$ cat config.mk
export PLATFORM = sky130hd
export DESIGN_NAME = hamming_enc74_tx
export DESIGN_NICKNAME = d
export VERILOG_FILES = /design/src/rtl/hamming_enc74_tx.sv
export SDC_FILE = /design/constraint.sdc
export NUM_CORES = 1
export LEC_CHECK = 0
export ABC_AREA = 1
export CORE_ASPECT_RATIO = 0.5
export CORE_UTILIZATION = 40
export CTS_CLUSTER_DIAMETER = 40
export DETAILED_ROUTE_END_ITERATION = 8
export PLACE_DENSITY = 0.67
export REMOVE_ABC_BUFFERS = 1
export SETUP_SLACK_MARGIN = 0.05
export SLEW_MARGIN = 15
export SYNTH_ARGS = -nofsm -noshare
export SYNTH_HDL_FRONTEND = slang
export SYNTH_SLANG_ARGS = --single-unit
$ cat constraint.sdc
create_clock -name clk -period 1.6 [get_ports clk]
set_input_delay 0.32 -clock clk [delete_from_list [all_inputs] [get_ports clk]]
set_output_delay 0.32 -clock clk [all_outputs]
set_load 0.005 [all_outputs]
$ cat src/rtl/hamming_enc74_tx.sv
// hamming_enc74_tx: byte-stream Hamming(7,4) encoder feeding the 7-bit
// syndrome decoder. Each accepted byte becomes two registered codewords,
// low nibble first. Codeword layout: parity in [2:0], data in [6:3].
//
// Optional feature: define ERR_INJ_EN to add inj_req/inj_pos, which flip one
// bit of a byte's low codeword so the decoder's correction path can be
// exercised. Without ERR_INJ_EN those ports are absent and codewords are clean.
//
// state | meaning
// ------+---------------------------------------------------------------
// IDLE  | no codeword pending; ready for a byte
// LO    | low-nibble codeword on c, waiting for c_ready
// HI    | high-nibble codeword on c; may accept the next byte on handoff
module hamming_enc74_tx #(
    parameter int CNT_W = 16
) (
    input  logic             clk,
    input  logic             rst,
    input  logic [7:0]       din,
    input  logic             din_valid,
    output logic             din_ready,
    output logic [6:0]       c,
    output logic             c_valid,
    input  logic             c_ready,
    output logic             c_last,
    output logic [CNT_W-1:0] cnt
`ifdef ERR_INJ_EN
    ,
    input  logic             inj_req,
    input  logic [2:0]       inj_pos
`endif
);

    typedef enum logic [1:0] {
        IDLE = 2'd0,
        LO   = 2'd1,
        HI   = 2'd2
    } state_t;

    state_t     state;
    state_t     state_nxt;
    logic [3:0] hi_nib;
    logic [6:0] inj_mask;
    logic       accept;
    logic       load_hi;
    logic       c_hs;

    function automatic logic [6:0] enc(input logic [3:0] n);
        logic [6:0] w;
        w[6:3] = n;
        w[0]   = n[0] ^ n[2] ^ n[3];
        w[1]   = n[0] ^ n[1] ^ n[2];
        w[2]   = n[1] ^ n[2] ^ n[3];
        return w;
    endfunction

    // Error-injection mask applied to the low codeword at byte acceptance.
    always_comb begin
        inj_mask = '0;
`ifdef ERR_INJ_EN
        if (inj_req && (inj_pos != 3'd7)) begin
            inj_mask = 7'b000_0001 << inj_pos;
        end
`endif
    end

    // State register.
    always_ff @(posedge clk) begin
        if (rst) begin
            state <= IDLE;
        end else begin
            state <= state_nxt;
        end
    end

    // Next-state logic.
    always_comb begin
        state_nxt = state;
        case (state)
            IDLE: if (din_valid) state_nxt = LO;
            LO:   if (c_ready)   state_nxt = HI;
            HI:   if (c_ready)   state_nxt = din_valid ? LO : IDLE;
            default:             state_nxt = IDLE;
        endcase
    end

    // Handshake outputs decoded from state; din_ready is the only path from c_ready.
    always_comb begin
        c_valid   = (state != IDLE);
        din_ready = (state == IDLE) || ((state == HI) && c_ready);
    end

    assign accept  = din_valid && din_ready;
    assign load_hi = (state == LO) && c_ready;
    assign c_hs    = c_valid && c_ready;

    // Codeword datapath: loads only on byte acceptance or the low-codeword handoff.
    always_ff @(posedge clk) begin
        if (rst) begin
            c      <= '0;
            c_last <= 1'b0;
            hi_nib <= '0;
        end else if (accept) begin
            hi_nib <= din[7:4];
            c      <= enc(din[3:0]) ^ inj_mask;
            c_last <= 1'b0;
        end else if (load_hi) begin
            c      <= enc(hi_nib);
            c_last <= 1'b1;
        end
    end

    // Count of codewords handed off downstream; wraps naturally.
    always_ff @(posedge clk) begin
        if (rst) begin
            cnt <= '0;
        end else if (c_hs) begin
            cnt <= cnt + {{(CNT_W-1){1'b0}}, 1'b1};
        end
    end

endmodule

# == Word level (Yosys, flattened, before mapping) ==
# Cells that the tools add are included.
# word_totals
register_bits,30
latch_bits,0
mem_bits_rw,0
romBits,0
inputBits,12
output_inout_bits,26
word_cells,40
memories,0
# op_classes
addsub,1
mul,0
div,0
order_cmp,0
eq_ne,5
n_shift,0
muxes,7
n_bitwise,12
n_reduce_logical,10
# ops
operator,n
adder 16 x 1 -> 16 bit (second input constant),1
two-way mux 7 bit,2
bitwise XOR 1 bit,12
two-way mux 2 bit,3
inequality test 2 bit (second input constant),3
one-hot mux 2 bit (3 select lines),1
logical AND 1 bit,4
nonzero test 2 bit,2
AND reduction 3 bit,1
== test 2 x 1 -> 1 bit (second input constant),1
== test 2 bit (second input constant),1
logical NOT 2 bit,1
OR reduction 2 bit,1
logical OR 1 bit,1
two-way mux 1 bit,1

# == Logic depth before layout (Yosys ltp) ==
# Gate-level depths: netlist of the first run.
# logic_depth
depth_word,5
ltp_mapped,9
mapped_depth_nobuf,9

# == Worst setup path before layout of the first run ==
# OpenSTA, ideal clock, no wires.
# synth_timing
path_kind,register to register
from,register cnt[1]
to,register cnt[8]
setup_ns,0.116
arrival_time_ns,1.058
t_required_ns,1.484
setup_slack_ns,0.426
path_stages_with_launch,7
path_buffers,0
synth_period_minus_slack_ns,1.174
cell_sequence,dfxtp_1 ha_1 nand3_4 nor2_8 nand2_1 o21ai_0 nor2_1
# synth_between
elab_chain_len,1
# synth_lines
element,line_no,rtl
from (decl),26,output logic [CNT_W-1:0] cnt
from (signal assigned),118,"cnt <= cnt + {{(CNT_W-1){1'b0}}, 1'b1};"
adder 16 x 1 -> 16 bit,118,
# Every way passes these cells.
# A chain may end at the register's enable or synchronous reset.

# == Final worst setup path of the first run ==
# layout_timing
from,register cnt[1]
to,output cnt[1]
# No word-level cell between the ends.

==> impl_metrics.tcl, run 1 <==
set metrics [dict create \
    status "finished clean" \
    ioPinCount 38 \
    r2r_cells 6 \
    critPathKind "reg2out" \
    drt-total-wl_mm 3.61 \
    tightest_slew_ns 0.359 \
    overflow 0 \
    end_kind "output port" \
    cp.depth 1 \
    avgSynthCellArea_um2 6.50 \
    post_dp_cell_area_um2 2060 \
    ys_warn_count 0 \
    syn_to_final_growth_pct 40.5 \
    stdcell_area_um2 2220 \
    max-cap-violations 0 \
    synthSimpleGateAreaFrac_pct 39.7 \
    routedWlPerCell_um 10.5 \
    cts_sinks 30 \
    critPathTopFamily "buffers and inverters" \
    drt_first_pass_iters 4 \
    antenna_found_initial 0 \
    ctsHtreeMaxLevel 2 \
    ctsHoldBuffers 0 \
    synth_xor_area_share_pct 0.554 \
    crit_path_cell_trace "clkdlybuf4s50_1" \
    worstSetupStartpointType "flop" \
    drtIter0Drc 57 \
    cts-root-buf "clkbuf_8" \
    muxShareOfSynthArea_pct 0 \
    synth.distinct_cells 27 \
    cts_setup_buffers 0 \
    cts_tree "done" \
    synth_largest_area_cell "dfxtp_1" \
    cp.arrival_ns 1.19 \
    synth_compound_area_share_pct 9.42 \
    routabilityCongestion 0.807 \
    drive_gt1_share_pct 13.4 \
    fp.dieArea_um2 4220 \
    static-leakage-power_nw 0.993 \
    peakVddDrop_mv 0.456 \
    path_buf_inv 1 \
    finalHoldViolations 0 \
    cts_max_path_buffers 2 \
    fin_setup_tns_ns 0 \
    hold_class "in2reg" \
    netlist_area_um2 1580 \
    fp-row-count 15 \
    path_max_fanout 4 \
    fp.dieH_um 46.4 \
    io_buffers 37 \
    slew_headroom_pct 75.9 \
    grt_util_all_layers_pct 18.2 \
    layout_commonest_cell "nand2_1" \
    dpl.hpwl_mm 2.63 \
    power_per_cell_area_nw_per_um2 921 \
    vias 1583 \
    min_path_cells 6 \
    synthCells 243 \
    nets 304 \
    yosysTopAreaCellShare_pct 38.0 \
    grt_pass1_wl_mm 5.89 \
    rsz0062_at_grt "false" \
    min_period_over_period_pct 94.4 \
    start_util_pct 43.9 \
    required_ns 1.28 \
    synth_top_family_by_area "simple AND/OR/NAND/NOR gates" \
    post-route-drc-count 0 \
    synth_seq_cells 30 \
    setup_viol 0 \
    coreArea_um2 3600 \
    grt_max_degree 20 \
    slew_viol_final 0 \
    diodes 0 \
    synth_fa_ha_area_share_pct 0.792 \
    power_mw 2.05 \
    path_clk_slew_ns 0.07 \
    most-common-layout-cells "nand2_1, inv_1, clkdlybuf4s50_1" \
    clock.fmax_ghz 0.662 \
    synthTopCellsByArea "dfxtp_1, nand2_1, nand3_1" \
    clkLatencyLatePin_ns 0.29 \
    ant_nets 0 \
    vias_per_cell 4.62 \
    grt_pass1_vias 1338 \
    finalHoldWorstSlack_ns 0.438 \
    synth.yosys.seq_area_share_pct 38.0 \
    slowest_delay_ns 0.52 \
    fin_skew_ns 0.00562 \
    slowest_stage "clkdlybuf4s50_1" \
    fp.dieW_um 90.9 \
    cts_buffers 5 \
    min_period_ns 1.51 \
]
[timing repair]
action | in CTS | in global routing
gates resized for setup | 6 | 7
pin swaps | 1 | 0
endpoints found under the setup margin | 3 | 7
[metal layers]
layer / global-route usage (%) / wire [µm] / share of wire (%)
met2: 29.4 / 1550 / 43
met5: 0 / 0 / 0
met1: 23.1 / 1820 / 51
met4: 8.57 / 63 / 1.7
met3: 5.45 / 163 / 4.5
[power by group]
group	total (mW)	switching, mW	internal (mW)
Combinational	0.265	0.133	0.131
Sequential	0.800	0.0245	0.776
Clock	0.980	0.316	0.665
[through the flow]
step | utilization (%) | setup slack, ns | std cells
3_3_place_gp | 57.3 | -0.243 | 335
4_1_cts | 61.3 | 0.0153 | 343
6_report | 61.6 | 0.0904 | 343
3_5_place_dp | 57.3 | -0.258 | 335
5_1_grt | 61.6 | 0.0505 | 343
2_1_floorplan | - | 0.426 | 239
[final cells by class]
| cell class | instances | area (µm²) |
|---|---|---|
| clock buffer | 6 | 82.6 |
| clock inverter | 2 | 60.1 |
| fill | 337 | 1380 |
| inverter | 42 | 159 |
| multi-input combinational | 167 | 797 |
| sequential | 30 | 614 |
| tap | 51 | 63.8 |
| timing repair buffer | 45 | 443 |
[sequential cells by signal (all words and copies together) (netlist names)]
register / count
cnt: 16
state: 2
hi_nib: 4
c: 7
c_last: 1
[worst paths after layout]
check | from | endpoint | slack [ns]
worst max-delay path | cnt[1]$_SDFFE_PP0P_ | cnt[1] | 0.09
worst max register to register | cnt[1]$_SDFFE_PP0P_ | cnt[8]$_SDFFE_PP0P_ | 0.34
worst min register to register | cnt[5]$_SDFFE_PP0P_ | cnt[5]$_SDFFE_PP0P_ | 0.48
worst min-delay path | c_ready | state[1]$_SDFFE_PP0P_ | 0.44
[logic make-up (layout without fill, tap and decap cells)]
group,after synthesis,count (layout)
XOR/XNOR,1,1
buffers and inverters,46,95
adder cells (fa/ha/maj),1,1
AND/OR/NAND/NOR,136,136
flip-flops,30,30
AO/OA/AOI/OAI,29,29
[Yosys cell counts]
library cell and instances:
nor3_1 2, nand3_1 32, clkinv_1 1, a21oi_1 16, clkinv_2 1, o21ai_0 11
nor2_8 1, nor3_2 1, nor2_2 1, nand3_4 1, o21a_1 1, a31oi_1 1
buf_2 1, nor2_4 1, nand4_1 3, dfxtp_1 30, inv_1 38, xor2_1 1
clkbuf_1 2, nand2_2 4, buf_6 1, nand2_4 1, ha_1 1, nand2_1 62
nor2_1 26, inv_2 2, or2_2 1
Note: power is estimated with default switching activity, not from simulation.
==> inputs of run 2 (changes only) <==
--- a/config.mk
+++ b/config.mk
@@ -10,7 +10,7 @@
 export CORE_UTILIZATION = 40
 export CTS_CLUSTER_DIAMETER = 40
 export DETAILED_ROUTE_END_ITERATION = 8
-export PLACE_DENSITY = 0.67
+export DONT_BUFFER_PORTS = 1
 export REMOVE_ABC_BUFFERS = 1
 export SETUP_SLACK_MARGIN = 0.05
 export SLEW_MARGIN = 15
==> constraint.sdc (replaced) <==
create_clock -name clk -period 1.6 [get_ports clk]
set_input_delay 0.48 -clock clk [delete_from_list [all_inputs] [get_ports clk]]
set_output_delay 0.48 -clock clk [all_outputs]
set_load 0.005 [all_outputs]
==> run 2 against run 1 <==
Routed wire length down 9.2%; register-to-register slack lost 0.04 ns; power fell by 24%; global-route usage down 2.0 points; sequential share of layout area up 7.3 points; critical endpoint is now din_ready; largest power group is now sequential cells.
==> impl_metrics.tcl, run 2 (synthesis results as in run 1) <==
set metrics [dict create \
    max-cap-violations 0 \
    post-route-drc-count 0 \
    fin_ws_ns 0.245 \
    overflow 0 \
    finalHoldViolations 0 \
    diodes 0 \
    setup_viol 0 \
    finalHoldWorstSlack_ns 0.264 \
    nets 261 \
    end_kind "output port" \
    r2r_cells 6 \
    fp.dieArea_um2 4220 \
    grt_pass1_wl_mm 5.16 \
    combinationalPowerShare_pct 10.3 \
    p_seq_share_pct 51.6 \
    hold_class "in2reg" \
    post_cts_resized 0 \
    cts-root-buf "clkbuf_8" \
    p_sw_mw 0.394 \
    cts_tree "done" \
    layout_commonest_cell "nand2_1" \
    grt_util_all_layers_pct 16.2 \
    slew_headroom_pct 74.0 \
    power_per_cell_area_nw_per_um2 908 \
    drt-total-wl_mm 3.27 \
    drive_gt1_share_pct 8.91 \
    ant_nets 0 \
    top_register "cnt" \
    p_clk_share_pct 38.1 \
    clock.fmax_ghz 0.738 \
    post_dp_cell_area_um2 1640 \
    r2r_start "cnt[1]$_SDFFE_PP0P_" \
    slew_viol_final 0 \
    vias_per_cell 4.77 \
    critPathLaunch "state[1]$_SDFFE_PP0P_" \
    use_met3_pct 5.94 \
    min_period_over_period_pct 84.7 \
    fp.dieH_um 46.4 \
    ctsHoldBuffers 0 \
    fp-row-count 15 \
    largest_reg_flops 16 \
    peakVddDrop_mv 0.455 \
    fin_setup_tns_ns 0 \
    most-common-layout-cells "nand2_1, inv_1, nand3_1" \
    rsz0062_at_grt "false" \
    drt_first_pass_iters 4 \
    min_period_ns 1.35 \
    start_util_pct 43.9 \
    dpl.hpwl_mm 2.47 \
    antenna_found_initial 0 \
    tightest_slew_ns 0.387 \
    critPathKind "reg2out" \
    crit_end "din_ready" \
    path_max_fanout 3 \
    cp.arrival_ns 0.87 \
    multi_input_area_um2 797 \
    internal_power_mw 1.17 \
    fin_skew_ns 0.00316 \
    grt_use_met1_pct 21.5 \
    syn_to_final_growth_pct 8.71 \
    cts_setup_buffers 0 \
    instances_no_fill 298 \
    place_ws_ns 0.204 \
    grt_pass1_vias 1144 \
    largestRegisters "cnt x16, c x7, hi_nib x4" \
    worstSetupStartpointType "flop" \
    fill_cells 396 \
    grt_max_degree 15 \
    cts_sinks 30 \
    status "finished clean" \
    worstReg2RegEnd "cnt[8]$_SDFFE_PP0P_" \
    io_buffers 0 \
    required_ns 1.12 \
    grt_use_met2_pct 23.9 \
    routabilityCongestion 0.864 \
    static-leakage-power_nw 0.783 \
    drtIter0Drc 55 \
    ctsHtreeMaxLevel 2 \
    cts_max_path_buffers 2 \
    vias 1422 \
    ff_latch_area_um2 601 \
    reg2reg_slack_ns 0.30 \
    routedWlPerCell_um 11.0 \
    fp.dieW_um 90.9 \
    cts_buffers 5 \
    ioPinCount 38 \
    dp_cells 292 \
    grt_busiest_layer "met2" \
    clkLatencyLatePin_ns 0.27 \
    stdcell_area_um2 1720 \
    swShare_pct 25.3 \
    coreArea_um2 3600 \
    path_clk_slew_ns 0.06 \
]
## run 2: cell count changes in the layout (fill, tap and decap cells not counted), sizes merged
cell / before / now
buf: 8 / 2
bufinv: 2 / 0
clkdlybuf4s50: 34 / 0
dlygate4sd2: 2 / 0
dlymetal6s2s: 1 / 0
## run 2: final cells by class
| cell class | count | share of cell area, % |
|---|---|---|
| multi-input cells | 167 | 46.4 |
| repair buffers | 2 | 0.874 |
| clock buffers | 6 | 4.81 |
| well taps | 51 | 3.71 |
| flip-flops and latches | 30 | 35.0 |
| inverters | 42 | 9.25 |
## run 2: routing by layer
layer  share of wire [%]  wire length, µm
met1                  52             1700
met2                  40             1320
met3                 6.4              208
met4                 1.3               41
met5                   0                0
## run 2: worst max-delay path, stage by stage, from the launching register on
cell and delay (ns):
dfxtp_1 0.33, nand2_2 0.10, inv_1 0.06, nor2_1 0.11
## run 2: power groups by stage
stage	sequential [mW]	combinational (mW)	clock [mW]
after global placement	0.821	0.159	0
final	0.805	0.160	0.594
after CTS	0.805	0.162	0.618
after detailed placement	0.821	0.161	0
after floorplan	0.815	0.131	0
after global routing	0.810	0.185	0.644
## run 2: how the worst min path moves through the flow
stage                            startpoint                endpoint  slack (ns)  depth (start not counted)
after floorplan           c[4]$_SDFFE_PP0P_       c[4]$_SDFFE_PP0P_        0.46                          2
after global routing                    rst     cnt[9]$_SDFFE_PP0P_        0.25                          1
after global placement    c[4]$_SDFFE_PP0P_       c[4]$_SDFFE_PP0P_        0.49                          2
final                                   rst  hi_nib[1]$_SDFFE_PP0P_        0.26                          1
after CTS                               rst  hi_nib[0]$_SDFFE_PP0P_        0.26                          1
after detailed placement  c[4]$_SDFFE_PP0P_       c[4]$_SDFFE_PP0P_        0.49                          2
## run 2: per-stage QoR
stage          power (mW)  util (%)
2_1_floorplan       0.946         -
3_3_place_gp        0.980      45.4
3_5_place_dp        0.983      45.4
4_1_cts              1.59      47.7
5_1_grt              1.64      47.7
6_report             1.56      47.7
==> edit, RTL diff (config.mk and constraints of run 1) <==
Reset style: asynchronous (`rst`), changed in 3 clocked blocks.
--- a/src/rtl/hamming_enc74_tx.sv
+++ b/src/rtl/hamming_enc74_tx.sv
@@ -66,5 +66,5 @@
 
     // State register.
-    always_ff @(posedge clk) begin
+    always_ff @(posedge clk or posedge rst) begin
         if (rst) begin
             state <= IDLE;
@@ -96,5 +96,5 @@
 
     // Codeword datapath: loads only on byte acceptance or the low-codeword handoff.
-    always_ff @(posedge clk) begin
+    always_ff @(posedge clk or posedge rst) begin
         if (rst) begin
             c      <= '0;
@@ -112,5 +112,5 @@
 
     // Count of codewords handed off downstream; wraps naturally.
-    always_ff @(posedge clk) begin
+    always_ff @(posedge clk or posedge rst) begin
         if (rst) begin
             cnt <= '0;
Behaviour: differs if rst is asserted again (counterexample within 4 cycles, from zero or initial values and one cycle with rst high); with rst held inactive, the same outputs for 10 cycles.
==> edit against run 1 <==
Register-to-register slack worse by 150 ps. Critical path type unchanged. Non-clock buffer count up 21. Setup slack improved by 5.0 ps. Count of clock-buffer cells in the layout rose by 1. Synthesized area increased by 0.87%. Clock skew is essentially flat. Sequential share of layout area is 4.3 points higher. Cell area up 5.7%. Sequential cell count stayed put. Routed wire length is 1.4% lower.
Power is not compared: it rests on default switching activity, and its combinational part moved more than twofold at a synthesized area within 25%.
==> edit: results (changes against run 1) <==
[status]
status = completed

[critical_path]
critPathCapture = cnt[11]
r2r_slack_ps = 190  ; -150 ps
r2r_end = cnt[14]
worstPathMaxFanout = 3  ; -1
reg2reg_from = cnt[4]
critPathLaunch = cnt[11]
rr_worst_depth = 8  ; +2

[layout]
clock_area_share_pct = 3.893  ; -2.5 points
buffer_area_share_pct = 25.87  ; +5.9 points
layout.nets = 285  ; -6.3%
inverters = 26  ; -38%
buffers = 66  ; +47%
reg_top3 = cnt x16, c x7, hi_nib x4
fillers = 302  ; -10%
n_clock_buffer = 7  ; +1
multi_input_comb_area_sq_um = 733.2  ; -8.0%
seq_share_pct = 32.00  ; +4.3 points
nMultiInputCombCells = 143  ; -14%
layout-drive-gt1-share_pct = 20.51  ; +7.2 points

[grt]
grtUsageTotal_pct = 17.92  ; -0.30 points
grt_max_degree = 31  ; +55%
grt_pass1_vias = 1334  ; -0.30%
grt_pass1_wl_mm = 5.616  ; -4.7%

[logic_synthesis]
synthTopCellsByCount = nand2_1 (65), dfrtp_1 (30), nand3_1 (27)
async_reset_ff_share_pct = 100.0  ; +100 points
yosysUniqueCellTypes = 25  ; -7.4%
ys_top_cells_by_area = dfrtp_1 (47%), nand2_1 (15%), nand3_1 (8.5%)
synth_ff_type = dfrtp_1
avgSynthCellArea_sq_um = 7.930  ; +22%
synth_area_sq_mm = 0.001594  ; +0.87%

[timing]
holdWs_ps = 445.1  ; +6.762 ps
fin_skew_ps = 5.563  ; -0.05282 ps
tightest_slew_ps = 388.3  ; +28.98 ps
period_minus_slack_ps = 1505  ; -5.022 ps

[place]
postPlaceCellArea_sq_mm = 0.002141  ; +3.8%
gp_congestion = 0.8376  ; +3.8%
dp_cells = 300  ; -10%
dp_hpwl_mm = 2.498  ; -5.1%
post-place-ws_ps = -194.8  ; +63.36 ps

[worst_hold_path]
hold_class = in -> async

[drt]
vias_per_cell = 4.614  ; about the same
drt-initial-drc-count = 44  ; -23%
num_vias = 1495  ; -5.6%
drt-pass1-iter-count = 4  ; unchanged
wire_per_inst_um = 10.98  ; +4.4%

[cts]
cts_resized = 2  ; -4

-- edit: cells by family (layout without fill, tap and decap cells) --
kind of cell               count (synthesis)  after routing  share of synthesized area, %
AOI/OAI and AO/OA                          5              5                         1.727
xor gates and xnor gates                  13             13                         7.143
adders and majority gates                  1              1                        0.7848
buffers and inverters                     28            100                         6.907
DFF                                       30             30                         47.10
muxes                                      1              1                        0.7064
and+or+nand+nor                          123            123                         35.64
-- edit: power breakdown --
part | internal (mW) | total (mW) | leakage [nW] | switching, mW
Combinational | 0.833 | 1.52 | 0.751 | 0.686
Clock | 0.346 | 0.637 | 0.0482 | 0.291
Sequential | 0.995 | 1.17 | 0.375 | 0.179
Total | 2.17 | 3.33 | 1.17 | 1.16
-- edit: layer usage --
layer  global-route usage, %  vias up  wire [um]
met5                       0        -          0
met1                   21.52      694       1660
li1                        -      772          -
met2                   31.06       23       1734
met4                   9.206        0         45
met3                   4.785        6        115
